===== config.mk =====
export PLATFORM = sky130hd
export DESIGN_NAME = if_fetch_ctrl
export DESIGN_NICKNAME = d
export VERILOG_FILES = /design/src/rtl/if_fetch_ctrl_pkg.sv /design/src/rtl/if_prefetch_fifo.sv /design/src/rtl/if_fetch_ctrl.sv
export SDC_FILE = /design/constraint.sdc
export NUM_CORES = 1
export LEC_CHECK = 0
export BUFFER_PORTS_ARGS = -buffer_cell sky130_fd_sc_hd__buf_2
export CAP_MARGIN = 20
export CORE_MARGIN = 2
export CORE_UTILIZATION = 57
export DETAILED_ROUTE_END_ITERATION = 10
export HOLD_SLACK_MARGIN = 0.08
export PLACE_DENSITY = 0.9
export SYNTH_ARGS = -nofsm -noshare
export SYNTH_HDL_FRONTEND = slang
export SYNTH_SLANG_ARGS = --single-unit

===== constraint.sdc =====
create_clock -name clk -period 9.7 [get_ports clk]
set_input_delay 2.91 -clock clk [delete_from_list [all_inputs] [get_ports clk]]
set_output_delay 2.91 -clock clk [all_outputs]
set_load 0.02 [all_outputs]

===== src/rtl/if_fetch_ctrl_pkg.sv =====
// Shared types and constants for the instruction-fetch sequencer.
// Optional feature macro used by the fetch logic: IF_HALT_ON_NULL_EN.
package if_fetch_ctrl_pkg;

  localparam int WORD_WIDTH = 32;

  localparam logic [WORD_WIDTH-1:0] IF_PC_STEP    = WORD_WIDTH'(4);
  localparam logic [WORD_WIDTH-1:0] IF_NULL_INSTR = '0;

  typedef enum logic {
    IF_ST_RUN  = 1'b0,
    IF_ST_HALT = 1'b1
  } if_state_e;

  // One prefetch slot: the fetch address travels with its instruction word.
  typedef struct packed {
    logic [WORD_WIDTH-1:0] pc;
    logic [WORD_WIDTH-1:0] instr;
  } fetch_entry_t;

  // Redirect targets are always word aligned; the low two bits are dropped.
  function automatic logic [WORD_WIDTH-1:0] align_word(input logic [WORD_WIDTH-1:0] addr);
    return addr & ~WORD_WIDTH'(3);
  endfunction

endpackage


===== src/rtl/if_prefetch_fifo.sv =====
// Prefetch queue: circular buffer of fetch entries with wrap-bit pointers,
// a synchronous clear that wins over push/pop, and full/empty flags.
module if_prefetch_fifo
  import if_fetch_ctrl_pkg::*;
#(
  parameter int DEPTH = 2
) (
  input  logic         clk,
  input  logic         rst_n,
  input  logic         clr_i,
  input  logic         push_i,
  input  fetch_entry_t data_i,
  input  logic         pop_i,
  output fetch_entry_t data_o,
  output logic         full_o,
  output logic         empty_o
);

  localparam int AW = $clog2(DEPTH);

  fetch_entry_t mem_q [DEPTH];
  logic [AW:0]  wr_ptr_q, wr_ptr_d;
  logic [AW:0]  rd_ptr_q, rd_ptr_d;

  // Equal indices: same wrap bit means empty, opposite wrap bit means full.
  assign empty_o = (wr_ptr_q == rd_ptr_q);
  assign full_o  = (wr_ptr_q[AW] != rd_ptr_q[AW]) &&
                   (wr_ptr_q[AW-1:0] == rd_ptr_q[AW-1:0]);
  assign data_o  = mem_q[rd_ptr_q[AW-1:0]];

  // Pointer next-state: clear resets both, otherwise advance on push/pop.
  always_comb begin
    // NOTE: every combinational output gets a default first, so no path can infer a latch.
    wr_ptr_d = wr_ptr_q;
    rd_ptr_d = rd_ptr_q;
    if (clr_i) begin
      wr_ptr_d = '0;
      rd_ptr_d = '0;
    end else begin
      if (push_i) wr_ptr_d = wr_ptr_q + (AW+1)'(1);
      if (pop_i)  rd_ptr_d = rd_ptr_q + (AW+1)'(1);
    end
  end

  // Pointer registers.
  always_ff @(posedge clk or negedge rst_n) begin
    // NOTE: state registers use non-blocking assignments so every flop samples pre-edge values.
    if (!rst_n) begin
      wr_ptr_q <= '0;
      rd_ptr_q <= '0;
    end else begin
      wr_ptr_q <= wr_ptr_d;
      rd_ptr_q <= rd_ptr_d;
    end
  end

  // Entry storage write port.
  // NOTE: storage is deliberately not reset; the empty flag gates every read of stale data.
  always_ff @(posedge clk) begin
    if (push_i && !clr_i) mem_q[wr_ptr_q[AW-1:0]] <= data_i;
  end

endmodule


===== src/rtl/if_fetch_ctrl.sv =====
// Instruction-fetch sequencer: owns the PC, fetches from a combinational
// instruction memory into a prefetch queue and presents the head to decode.
// A taken branch flushes the queue and redirects the PC (one-bubble penalty).
// Optional macro IF_HALT_ON_NULL_EN: a fetched null word stops fetching
// (HALT) until the next taken branch; queued words still drain.
module if_fetch_ctrl
  import if_fetch_ctrl_pkg::*;
#(
  parameter int                    FIFO_DEPTH = 2,
  parameter logic [WORD_WIDTH-1:0] RESET_PC   = '0
) (
  input  logic                  clk,
  input  logic                  rst_n,
  output logic [WORD_WIDTH-1:0] imem_addr,
  input  logic [WORD_WIDTH-1:0] imem_instr,
  input  logic                  br_taken,
  input  logic [WORD_WIDTH-1:0] br_addr,
  output logic                  out_valid,
  input  logic                  out_ready,
  output logic [WORD_WIDTH-1:0] out_instr,
  output logic [WORD_WIDTH-1:0] out_pc,
  output logic                  halted
);

  if_state_e             state_q, state_d;
  logic [WORD_WIDTH-1:0] pc_q, pc_d;
  logic                  push, pop, clr;
  logic                  fifo_full, fifo_empty;
  logic                  null_hit;
  fetch_entry_t          head;
  fetch_entry_t          fetched;

  assign imem_addr      = pc_q;
  assign fetched.pc     = pc_q;
  assign fetched.instr  = imem_instr;
  assign pop            = out_valid && out_ready;

  // Head is forced to zero while empty so the interface never shows stale storage.
  assign out_valid = !fifo_empty;
  assign out_instr = fifo_empty ? '0 : head.instr;
  assign out_pc    = fifo_empty ? '0 : head.pc;

`ifdef IF_HALT_ON_NULL_EN
  assign null_hit = (imem_instr == IF_NULL_INSTR);
  assign halted   = (state_q == IF_ST_HALT);
`else
  assign null_hit = 1'b0;
  assign halted   = 1'b0;
`endif

  // Next PC/state: a redirect beats everything; otherwise fetch while there is room.
  always_comb begin
    state_d = state_q;
    pc_d    = pc_q;
    push    = 1'b0;
    clr     = 1'b0;
    if (br_taken) begin
      clr     = 1'b1;
      pc_d    = align_word(br_addr);
      state_d = IF_ST_RUN;
    end else if (state_q == IF_ST_RUN && (!fifo_full || pop)) begin
      if (null_hit) begin
        state_d = IF_ST_HALT;
      end else begin
        push = 1'b1;
        pc_d = pc_q + IF_PC_STEP;
      end
    end
  end

  // PC and FSM state registers.
  always_ff @(posedge clk or negedge rst_n) begin
    if (!rst_n) begin
      state_q <= IF_ST_RUN;
      pc_q    <= RESET_PC;
    end else begin
      state_q <= state_d;
      pc_q    <= pc_d;
    end
  end

  if_prefetch_fifo #(
    .DEPTH (FIFO_DEPTH)
  ) u_fifo (
    .clk     (clk),
    .rst_n   (rst_n),
    .clr_i   (clr),
    .push_i  (push),
    .data_i  (fetched),
    .pop_i   (pop),
    .data_o  (head),
    .full_o  (fifo_full),
    .empty_o (fifo_empty)
  );

endmodule


After elaboration in Yosys (flattened, before gate mapping) --
Memories as Yosys holds them, arrays and structs flattened. Index checks and enable logic that the tools add are counted.
Operators by class: add/sub/neg operators 3, equality and inequality tests 3, multiplexer cells 13, reduce and logical (&&, ||, !) cells 10
Operators by type and width (count):
- two-way mux 32 bit | 4
- adder 32 x 3 -> 32 bit, second input constant | 1
- two-way mux 2 bit | 4
- nonzero test 2 bit | 3
- two-way mux 1 bit | 5
- adder 2 x 1 -> 2 bit, second input constant | 2
- logical AND 1 bit | 3
- zero test 1 bit | 3
- equality test 2 bit | 1
- equality test 1 bit | 1
- logical OR 1 bit | 1
- inequality test 1 bit | 1
Word-level totals: register bits 36, bits in writable memories 128, input port bits 68, word-level logic and storage cells 33, memories 1
Memories:
- u_fifo.mem_q | words 2, bits a word 64, read ports 1, clocked after memory_dff 0, write ports 1, RTL line if_prefetch_fifo.sv:21 | fetch_entry_t mem_q [DEPTH];

Depth between registers and ports, before layout --
Gate-level depths: netlist (run 1).
depth after elaboration 9, gate-level depth with buffers 8, mapped depth without buffers 6

Modules after synthesis --
A second synthesis (run 1) with hierarchy kept.
Unflattened totals: cells, all modules 529, area total of the unflattened synthesis 7328.3 sq um
Modules (own cells, without submodules):
- if_prefetch_fifo | times used 1, cells an instance 220, area an instance 4911.0 sq um, seq. area each 3943.8 sq um
- if_fetch_ctrl | times used 1, cells an instance 309, area an instance 2417.3 sq um, seq. area each 750.7 sq um

Worst setup path before layout (run 1) --
OpenSTA, ideal clock, no wires.
path kind input-to-reg, start in br_taken, end mem u_fifo.mem_q[1][0] (netlist bit), enable pin, data arrival time 7.861 ns, path slack 1.268 ns, stages 3, buffers on the path 2, cells stage by stage buf_1 -> clkbuf_1 -> nor3b_1
On the way: longest elaborated chain between the ends 5, elaborated cells between the ends (all ways) 6, classes of those cells mux (4); reduce/logical (2)
Ends and longest elaborated chain:
- from (decl) | RTL line if_fetch_ctrl.sv:16 | input logic br_taken,
- two-way mux 1 bit | RTL line if_fetch_ctrl.sv:57 | if (br_taken) begin
- zero test 1 bit | RTL line if_prefetch_fifo.sv:60 | if (push_i && !clr_i) mem_q[wr_ptr_q[AW-1:0]] <= data_i;
- logical AND 1 bit (*) | RTL line if_prefetch_fifo.sv:60
- two-way mux 1 bit (*) | RTL line if_prefetch_fifo.sv:60
- two-way mux 1 bit (not written as such) (*) | RTL line if_prefetch_fifo.sv:60
- to (decl) | RTL line if_prefetch_fifo.sv:21
Every way passes the cells marked *; elsewhere a longest branch is shown, timed or not.

Worst setup path after layout (run 1) --
start reg u_fifo.rd_ptr_q[0], end out out_pc[14]
On the way: longest elaborated chain between the ends 2, elaborated cells between the ends (all ways) 3, classes of those cells eq/ne (1); mux (1); memory (1)
Ends and longest elaborated chain:
- from (decl) | RTL line if_prefetch_fifo.sv:23 | logic [AW:0] rd_ptr_q, rd_ptr_d;
- from (signal assigned) | RTL line if_prefetch_fifo.sv:53 | rd_ptr_q <= rd_ptr_d;
- memory (2 x 64 bit) / equality test 2 bit (equally long branches)
- two-way mux 32 bit (*) | RTL line if_fetch_ctrl.sv:41 | assign out_pc = fifo_empty ? '0 : head.pc;
- to (decl) | RTL line if_fetch_ctrl.sv:21 | output logic [WORD_WIDTH-1:0] out_pc,
Marked as above.

==> impl_metrics.py, run 1 <==
metrics = {
    "placement": {
        "dp_hpwl_um": 9051,
        "io_buffers": 158,
        "dpl_cell_area_sq_mm": 0.007552,
        "gp_congestion": 0.8113,
    },
    "global_route": {
        "first_global_vias": 4321,
        "grt-ovfl-total": 0,
        "antenna_found_initial": 0,
        "grt_pass1_wl_um": 21820,
        "grt_max_degree": 67,
        "track_usage": 0.2252,
    },
    "floorplanning": {
        "io_pins": 166,
        "die_y_um": 112.0,
        "dieArea_sq_mm": 0.01254,
        "num_rows": 39,
        "die_x_um": 112.0,
        "core-area_sq_mm": 0.01142,
        "initial_utilization": 0.5821,
    },
    "worst_hold_path": {
        "min_from": "imem_addr[31]$_DFFE_PN0P_",
        "worstHoldPathType": "register to register",
    },
    "synthesis": {
        "ys_async_sr_fraction": 0.2152,
        "avgSynthCellArea_sq_um": 13.82,
        "synth_edf_count": 124,
        "netlist_area_sq_mm": 0.006646,
        "yosysWarnings": 0,
        "seq_area_frac_synth": 0.6883,
        "synthCells": 481,
        "synth.distinct_cells": 33,
        "synth_ff_type": "edfxtp_1",
        "synth_seq_cells": 158,
    },
    "clocking": {
        "holdBufCountCts": 0,
        "post_cts_buffers": 0,
        "root_buffer": "clkbuf_16",
        "clk_latency_ps": 410,
        "cts.sinks": 158,
        "numCtsBuffers": 17,
        "path_clk_slew_ps": 60,
        "cts.repair.resized": 0,
        "cts_tree": "done",
        "cts_buffer_depth": 2,
        "htreeDepth": 4,
    },
    "detailed_routing": {
        "drt_pass1_iterations": 5,
        "wl_per_cell_um": 17.20,
        "drt.antenna.violating_nets": 0,
        "viasPerCell": 5.455,
        "dr.first_iter.drc_count": 294,
        "wl_um": 13660,
        "route.detailed.drc": 0,
        "vias": 4331,
    },
    "worst_setup_path": {
        "crit_arrival_ps": 2550,
        "path_max_fanout": 44,
        "cp-start-kind": "register",
        "cp-startpoint": "u_fifo.rd_ptr_q[0]$_DFFE_PN0P_",
        "worstPathRequired_ps": 6790,
        "criticalPathCategory": "register to output port",
        "worstSetupEndpointType": "output port",
        "r2r_start": "u_fifo.rd_ptr_q[0]$_DFFE_PN0P_",
    },
    "outcome": {
        "status": "completed",
    },
    "cells_and_area": {
        "fin_nets": 708,
        "drive_above_1_share": 0.3287,
        "antenna_cells": 0,
        "utilization": 0.7127,
        "final_cell_area_sq_mm": 0.008138,
        "area_growth_syn_to_layout_pct": 22.44,
    },
    "sta": {
        "worst_pin_slew_ps": 978.9,
        "relSlewSlack": 0.3474,
        "slew_viol_final": 0,
        "rsz0062_at_grt": "false",
        "hold_viol": 0,
        "fmax_ghz": 0.1832,
        "period_share": 0.5629,
        "clock_skew_ps": 7.237,
        "timing.hold.ws_ps": 536.4,
        "setup_viol": 0,
        "period_minus_slack_ps": 5460,
        "tns_ps": 0,
    },
    "power": {
        "vdd_ir_drop_max_uv": 215.4,
        "powerDensity_mw_per_mm2": 314.1,
        "leakage_uw": 0.003211,
    },
    "run": {
        "max_cap_violations": 0,
    },
}
[layout by cell type (no fill, tap or decap), types with 2 or more instances in the layout]
cell	Yosys	routed
mux2i_1	63	63
nor4_1	6	6
inv_1	7	7
nor2_1	72	72
nand3_1	9	9
o21ai_1	5	5
nand4_1	4	4
buf_4	7	7
nand2b_1	2	2
xnor2_1	24	24
clkinvlp_4	0	6
nor4_2	4	4
clkbuf_16	0	17
nand2_1	33	33
edfxtp_1	124	124
and4_1	4	4
nor3_1	10	9
clkinv_4	0	2
nor3_2	1	2
inv_6	0	2
mux2_2	4	4
xor2_1	11	11
conb_1	1	5
dfrtp_1	34	33
buf_2	9	158
o21ai_0	21	21
and3_1	2	2
[worst paths after layout]
path | to | slack [ps] | cells after the start
min | u_fifo.mem_q[0][63]$_DFFE_PP_ | 540 | 0
max | out_pc[14] | 4240 | 5
min in group asynchronous | imem_addr[28]$_DFFE_PN0P_ | 2580 | 1
max in group asynchronous | u_fifo.rd_ptr_q[0]$_DFFE_PN0P_ | 6550 | 1
min reg2reg | u_fifo.mem_q[0][63]$_DFFE_PP_ | 540 | 0
max reg2reg | u_fifo.mem_q[1][22]$_DFFE_PP_ | 7390 | 4
[final cells by class]
cell class | count | area, sq um
sequential | 158 | 4578
fill | 759 | 3281
multi-input combinational | 288 | 1914
timing repair buffer | 167 | 882.1
clock buffer | 19 | 442.9
tap | 143 | 178.9
clock inverter | 12 | 115.1
inverter | 7 | 26.28
[state kept, by name (all words and copies together) (netlist names)]
register and count:
imem_addr 30, u_fifo.rd_ptr_q 2, u_fifo.wr_ptr_q 2, u_fifo.mem_q 124
[stage by stage]
step	total power, uW	setup slack [ps]	std cells
floorplan	1635	1268	485
global placement	1923	4194	761
detailed placement	1955	4149	762
CTS	2572	3698	793
global route	2693	4084	794
finish	2556	4240	794
[layer usage]
| layer | share of wire | vias to the layer above | track usage | routed length [um] |
|---|---|---|---|---|
| li1 | - | 2031 | - | - |
| met1 | 0.42 | 2115 | 0.2915 | 5723 |
| met2 | 0.50 | 166 | 0.3705 | 6852 |
| met3 | 0.065 | 19 | 0.05988 | 894 |
| met4 | 0.013 | 0 | 0.08293 | 184 |
| met5 | 0 | - | 0 | 0 |
[worst max-delay path: stages (launching register included)]
cell,delay (ps)
dfrtp_4,730
xnor2_1,170
and2_2,410
buf_4,490
nor2_1,130
buf_2,180
[power by group]
group	internal, uW	switching, uW
Sequential	873	81.7
Combinational	330	659
Clock	359	254
[cells in the mapped netlist, types with 2 or more instances]
master | n | area (sq um)
nor4_2 | 4 | 50.05
and4_1 | 4 | 35.03
nor2_1 | 72 | 270.3
nand2b_1 | 2 | 12.51
xor2_1 | 11 | 96.34
buf_4 | 7 | 52.55
nand3_1 | 9 | 45.04
inv_1 | 7 | 26.28
edfxtp_1 | 124 | 3724
nor4_1 | 6 | 37.54
nand2_1 | 33 | 123.9
clkbuf_1 | 15 | 56.30
mux2i_1 | 63 | 630.6
mux2_2 | 4 | 45.04
nand4_1 | 4 | 25.02
dfrtp_1 | 34 | 850.8
xnor2_1 | 24 | 210.2
o21ai_0 | 21 | 105.1
o21ai_1 | 5 | 25.02
nor3_1 | 10 | 50.05
buf_2 | 9 | 45.04
and3_1 | 2 | 12.51
[cell families (layout without fill, tap and decap cells)]
group,after synthesis,in the layout,share of synthesized area
AOI/OAI and AO/OA,28,28,0.02391
xor gates and xnor gates,36,36,0.04857
adders and majority gates,1,1,0.001882
buffers and inverters,39,205,0.02767
DFF,158,158,0.6883
muxes,67,67,0.1017
other,1,5,0.0005642
and+or+nand+nor,151,151,0.1075
No activity file was read; power rests on OpenSTA's default activity.
==> run 2, diff against run 1 <==
--- a/config.mk
+++ b/config.mk
@@ -8,10 +8,10 @@
 export BUFFER_PORTS_ARGS = -buffer_cell sky130_fd_sc_hd__buf_2
 export CAP_MARGIN = 20
 export CORE_MARGIN = 2
-export CORE_UTILIZATION = 57
+export CORE_UTILIZATION = 48
 export DETAILED_ROUTE_END_ITERATION = 10
 export HOLD_SLACK_MARGIN = 0.08
-export PLACE_DENSITY = 0.9
+export PLACE_DENSITY = 0.81
 export SYNTH_ARGS = -nofsm -noshare
 export SYNTH_HDL_FRONTEND = slang
 export SYNTH_SLANG_ARGS = --single-unit
==> constraint.sdc (replaced) <==
create_clock -name clk -period 4.9 [get_ports clk]
set_input_delay 1.47 -clock clk [delete_from_list [all_inputs] [get_ports clk]]
set_output_delay 1.47 -clock clk [all_outputs]
set_load 0.02 [all_outputs]
==> impl_metrics.py, run 2 (synthesis results as in run 1) <==
metrics = {
    "outcome": {
        "status": "completed",
    },
    "clocking": {
        "path_clk_slew_ps": 60,
        "holdBufCountCts": 0,
        "numCtsBuffers": 17,
        "cts.sinks": 158,
        "root_buffer": "clkbuf_16",
        "cts_buffer_depth": 2,
        "cts_tree": "done",
        "post_cts_buffers": 0,
        "clk_latency_ps": 410,
        "htreeDepth": 4,
        "cts.repair.resized": 0,
    },
    "sta": {
        "clock_skew_ps": 6.275,
        "tns_ps": 0,
        "hold_viol": 0,
        "period_minus_slack_ps": 3935,
        "worst_pin_slew_ps": 829.3,
        "relSlewSlack": 0.4471,
        "slew_viol_final": 0,
        "timing.hold.ws_ps": 518.9,
        "setup_viol": 0,
        "rsz0062_at_grt": "false",
        "fmax_ghz": 0.2541,
        "period_share": 0.8030,
    },
    "floorplanning": {
        "initial_utilization": 0.4960,
        "core-area_sq_mm": 0.01340,
        "die_y_um": 121.7,
        "num_rows": 42,
        "dieArea_sq_mm": 0.01480,
        "io_pins": 166,
        "die_x_um": 121.7,
    },
    "cells_and_area": {
        "regArea_sq_mm": 0.004578,
        "layout_common_cells": "158 x buf_2, 124 x edfxtp_1, 72 x nor2_1, 63 x mux2i_1",
        "fillCellCount": 1044,
        "largest_reg_flops": 124,
        "area_growth_syn_to_layout_pct": 24.38,
        "multi_input_area_sq_mm": 0.001927,
        "final_common_cell": "buf_2",
        "utilization": 0.6169,
        "fin_nets": 709,
        "drive_above_1_share": 0.3262,
    },
    "global_route": {
        "grt-ovfl-total": 0,
        "first_global_vias": 4270,
        "antenna_found_initial": 1,
        "grt_max_degree": 63,
        "grt_pass1_wl_um": 21170,
        "track_usage": 0.1915,
    },
    "worst_setup_path": {
        "criticalPathCategory": "register to output port",
        "crit_arrival_ps": 2460,
        "cp-start-kind": "register",
        "worstPathRequired_ps": 3430,
        "path_max_fanout": 29,
        "worstSetupEndpointType": "output port",
    },
    "run": {
        "max_cap_violations": 0,
    },
    "power": {
        "powerDensity_mw_per_mm2": 632.6,
        "leakage_uw": 0.003269,
        "vdd_ir_drop_max_uv": 276.9,
    },
    "detailed_routing": {
        "wl_um": 13830,
        "drt_pass1_iterations": 5,
        "wl_per_cell_um": 16.66,
        "drt.antenna.violating_nets": 0,
        "dr.first_iter.drc_count": 344,
        "route.detailed.drc": 0,
        "vias": 4280,
        "viasPerCell": 5.157,
    },
    "placement": {
        "dp_hpwl_um": 9104,
        "io_buffers": 158,
        "gp_congestion": 0.8233,
    },
    "worst_hold_path": {
        "worstHoldPathType": "register to register",
    },
}
==> run 2: cell count changes in the layout (fill, tap and decap cells not counted), sizes merged <==
cell	before	now
diode	0	1
buf	167	168
clkinvlp	6	1
inv	9	8
clkinv	3	6
bufinv	1	5
==> run 2: final timing paths <==
kind	start	endpoint	slack, ps	depth (start not counted)
worst max-delay path	u_fifo.rd_ptr_q[0]$_DFFE_PN0P_	out_instr[11]	970	5
worst min-delay path	imem_addr[31]$_DFFE_PN0P_	u_fifo.mem_q[0][63]$_DFFE_PP_	520	0
worst max register to register	u_fifo.rd_ptr_q[0]$_DFFE_PN0P_	u_fifo.mem_q[1][49]$_DFFE_PP_	2390	4
worst min register to register	imem_addr[31]$_DFFE_PN0P_	u_fifo.mem_q[0][63]$_DFFE_PP_	520	0
max in group asynchronous	rst_n	u_fifo.rd_ptr_q[0]$_DFFE_PN0P_	3130	1
min in group asynchronous	rst_n	imem_addr[25]$_DFFE_PN0P_	1150	1
==> run 2: cell type report <==
| class | count | area share |
|---|---|---|
| diodes | 1 | 0.0003027 |
| repair buffers | 168 | 0.1072 |
| multi-input cells | 288 | 0.2331 |
| inverters | 7 | 0.003178 |
| flip-flops and latches | 158 | 0.5538 |
| clock inverters | 13 | 0.02346 |
| clock buffers | 19 | 0.05237 |
| well taps | 176 | 0.02664 |
==> run 2: per-layer routing <==
layer,vias to the layer above,GRT usage,part of all wire
met3,20,0.04963,0.067
met5,-,0,0
met2,177,0.3262,0.51
li1,2032,-,-
met1,2051,0.2287,0.41
met4,0,0.08836,0.017
==> run 2: worst max-delay path, cell delays in order, from the launching register on <==
cell	delay [ps]
dfrtp_4	750
xnor2_1	170
and2_2	450
buf_4	380
nor2_1	110
buf_2	170
==> run 2: power breakdown <==
part / internal (uW) / switching, uW / leakage, uW / total [uW]
combinational: 651 / 1310 / 0.00138 / 1960
clock: 897 / 481 / 0.000306 / 1380
sequential: 1730 / 161 / 0.00158 / 1890
total: 3280 / 1950 / 0.00327 / 5230
==> run 2: per-stage QoR <==
stage | setup WS (ps) | std cells | power [uW] | instance area (sq um)
floorplan | 115.9 | 485 | 3225 | 6671
global placement | 1421 | 796 | 3857 | 7610
detailed placement | 1387 | 796 | 3901 | 7610
CTS | 921.1 | 828 | 5293 | 8237
global route | 813.1 | 829 | 5493 | 8264
finish | 965.3 | 830 | 5229 | 8267
==> run 3, diff against run 2 <==
--- a/config.mk
+++ b/config.mk
@@ -8,10 +8,10 @@
 export BUFFER_PORTS_ARGS = -buffer_cell sky130_fd_sc_hd__buf_2
 export CAP_MARGIN = 20
 export CORE_MARGIN = 2
-export CORE_UTILIZATION = 48
+export CORE_UTILIZATION = 53
 export DETAILED_ROUTE_END_ITERATION = 10
 export HOLD_SLACK_MARGIN = 0.08
-export PLACE_DENSITY = 0.81
+export PLACE_DENSITY = 0.85
 export SYNTH_ARGS = -nofsm -noshare
 export SYNTH_HDL_FRONTEND = slang
 export SYNTH_SLANG_ARGS = --single-unit
==> constraint.sdc (replaced) <==
create_clock -name clk -period 3.7 [get_ports clk]
set_input_delay 1.11 -clock clk [delete_from_list [all_inputs] [get_ports clk]]
set_output_delay 1.11 -clock clk [all_outputs]
set_load 0.02 [all_outputs]
==> impl_metrics.py, run 3 (synthesis results as in run 1) <==
metrics = {
    "worst_setup_path": {
        "cpPeakStageDelay_ps": 510,
        "cp_cell_sequence": "xnor2_1 -> and2_2 -> buf_12 -> nor2_1 -> buf_2",
        "worstSetupEndpointType": "output port",
        "reg2reg_to": "u_fifo.mem_q[0][25]$_DFFE_PP_",
        "path_buf_inv": 2,
        "slowest_stage": "and2_2",
        "r2r_setup_slack_ps": 1020,
        "r2r_start": "u_fifo.rd_ptr_q[0]$_DFFE_PN0P_",
        "critPathTopFamily": "simple AND/OR/NAND/NOR gates",
        "crit_arrival_ps": 2350,
        "worstPathRequired_ps": 2590,
        "criticalPathCategory": "register to output port",
        "path_max_fanout": 46,
        "cp-start-kind": "register",
        "rr_worst_depth": 5,
    },
    "cells_and_area": {
        "antenna_cells": 0,
        "largest_reg_flops": 124,
        "drive_above_1_share": 0.3231,
        "utilization": 0.6824,
        "area_growth_syn_to_layout_pct": 24.36,
        "final_common_cell": "buf_2",
        "fin_nets": 709,
        "layout_common_cells": "158 x buf_2, 124 x edfxtp_1, 72 x nor2_1, 63 x mux2i_1",
    },
    "clocking": {
        "clk_latency_ps": 420,
        "numCtsBuffers": 17,
        "post_cts_buffers": 0,
        "cts_tree": "done",
        "cts_buffer_depth": 2,
        "cts.repair.resized": 0,
        "root_buffer": "clkbuf_16",
        "path_clk_slew_ps": 60,
        "holdBufCountCts": 0,
        "htreeDepth": 4,
        "cts.sinks": 158,
    },
    "sta": {
        "fmax_ghz": 0.2889,
        "rsz0062_at_grt": "false",
        "setup_viol": 0,
        "period_minus_slack_ps": 3461,
        "period_share": 0.9354,
        "tns_ps": 0,
        "slew_viol_final": 0,
        "clock_skew_ps": 7.337,
        "relSlewSlack": 0.3792,
        "hold_viol": 0,
        "worst_pin_slew_ps": 928.1,
        "layout_setup_ws_ps": 239.0,
    },
    "outcome": {
        "status": "completed",
    },
    "detailed_routing": {
        "drt.antenna.violating_nets": 0,
        "drt_pass1_iterations": 5,
        "wl_per_cell_um": 16.83,
        "vias": 4326,
        "route.detailed.drc": 0,
        "wl_um": 13820,
        "dr.first_iter.drc_count": 258,
        "viasPerCell": 5.269,
    },
    "floorplanning": {
        "dieArea_sq_mm": 0.01345,
        "num_rows": 40,
        "initial_utilization": 0.5488,
        "die_x_um": 116.0,
        "core-area_sq_mm": 0.01211,
        "io_pins": 166,
        "die_y_um": 116.0,
    },
    "worst_hold_path": {
        "min_from": "imem_addr[31]$_DFFE_PN0P_",
        "whs_path_depth": 0,
        "worstHoldPathType": "register to register",
        "holdPathEnd": "u_fifo.mem_q[0][63]$_DFFE_PP_",
    },
    "global_route": {
        "grt_pass1_wl_um": 21360,
        "grt-ovfl-total": 0,
        "grt_max_degree": 47,
        "antenna_found_initial": 0,
        "first_global_vias": 4248,
        "track_usage": 0.2114,
    },
    "power": {
        "powerDensity_mw_per_mm2": 838.7,
        "leakage_uw": 0.003265,
        "vdd_ir_drop_max_uv": 487.8,
    },
    "placement": {
        "dp_hpwl_um": 9105,
        "post-place-ws_ps": 710.8,
        "io_buffers": 158,
        "gp_congestion": 0.8300,
    },
    "run": {
        "max_cap_violations": 0,
    },
}
run 3: worst max-delay path by stage:
stage | from | to | slack [ps] | cells after the start
after global routing | u_fifo.rd_ptr_q[1]$_DFFE_PN0P_ | out_pc[16] | 60 | 5
after CTS | u_fifo.rd_ptr_q[1]$_DFFE_PN0P_ | out_pc[13] | 220 | 5
after floorplan | br_taken | u_fifo.mem_q[1][0]$_DFFE_PP_ | 120 | 3
after detailed placement | u_fifo.rd_ptr_q[1]$_DFFE_PN0P_ | out_pc[13] | 710 | 5
final | u_fifo.rd_ptr_q[1]$_DFFE_PN0P_ | out_instr[19] | 240 | 5
after global placement | out_ready | u_fifo.mem_q[1][13]$_DFFE_PP_ | 630 | 4
run 3: layout make-up:
class,count,area [sq um]
Clock buffer,25,475.5
Clock inverter,7,137.6
Fill cell,874,3846
Tap cell,168,210.2
Sequential cell,158,4578
Timing Repair Buffer,168,910.9
Inverter,7,26.28
Multi-Input combinational cell,288,1927
run 3: power by group:
group / internal [uW] / switching (uW)
Combinational: 902 / 1810
Clock: 1160 / 626
Sequential: 2290 / 151
run 3: worst register-to-register path: stages (launching register included):
cell,delay [ps]
dfrtp_4,410
buf_4,350
xor2_2,280
nor3_2,170
nor3_4,750
buf_12,360
run 3: per-layer routing:
metal / up-vias / share of wire / global-route usage
met2: 182 / 0.50 / 0.3481
met3: 22 / 0.074 / 0.06433
met1: 2086 / 0.40 / 0.2595
li1: 2036 / - / -
met4: 0 / 0.022 / 0.09444
met5: - / 0 / 0
run 3: metrics by stage:
| step | instance area [sq um] | hold WS, ps | total power [uW] | std cells |
|---|---|---|---|---|
| detailed placement | 7652 | 497.7 | 5199 | 789 |
| floorplan | 6684 | 524.7 | 4271 | 485 |
| global placement | 7637 | 493.3 | 5125 | 788 |
| CTS | 8265 | 513.1 | 7003 | 821 |
| global route | 8265 | 533.3 | 7298 | 821 |
| finish | 8265 | 516.6 | 6932 | 821 |
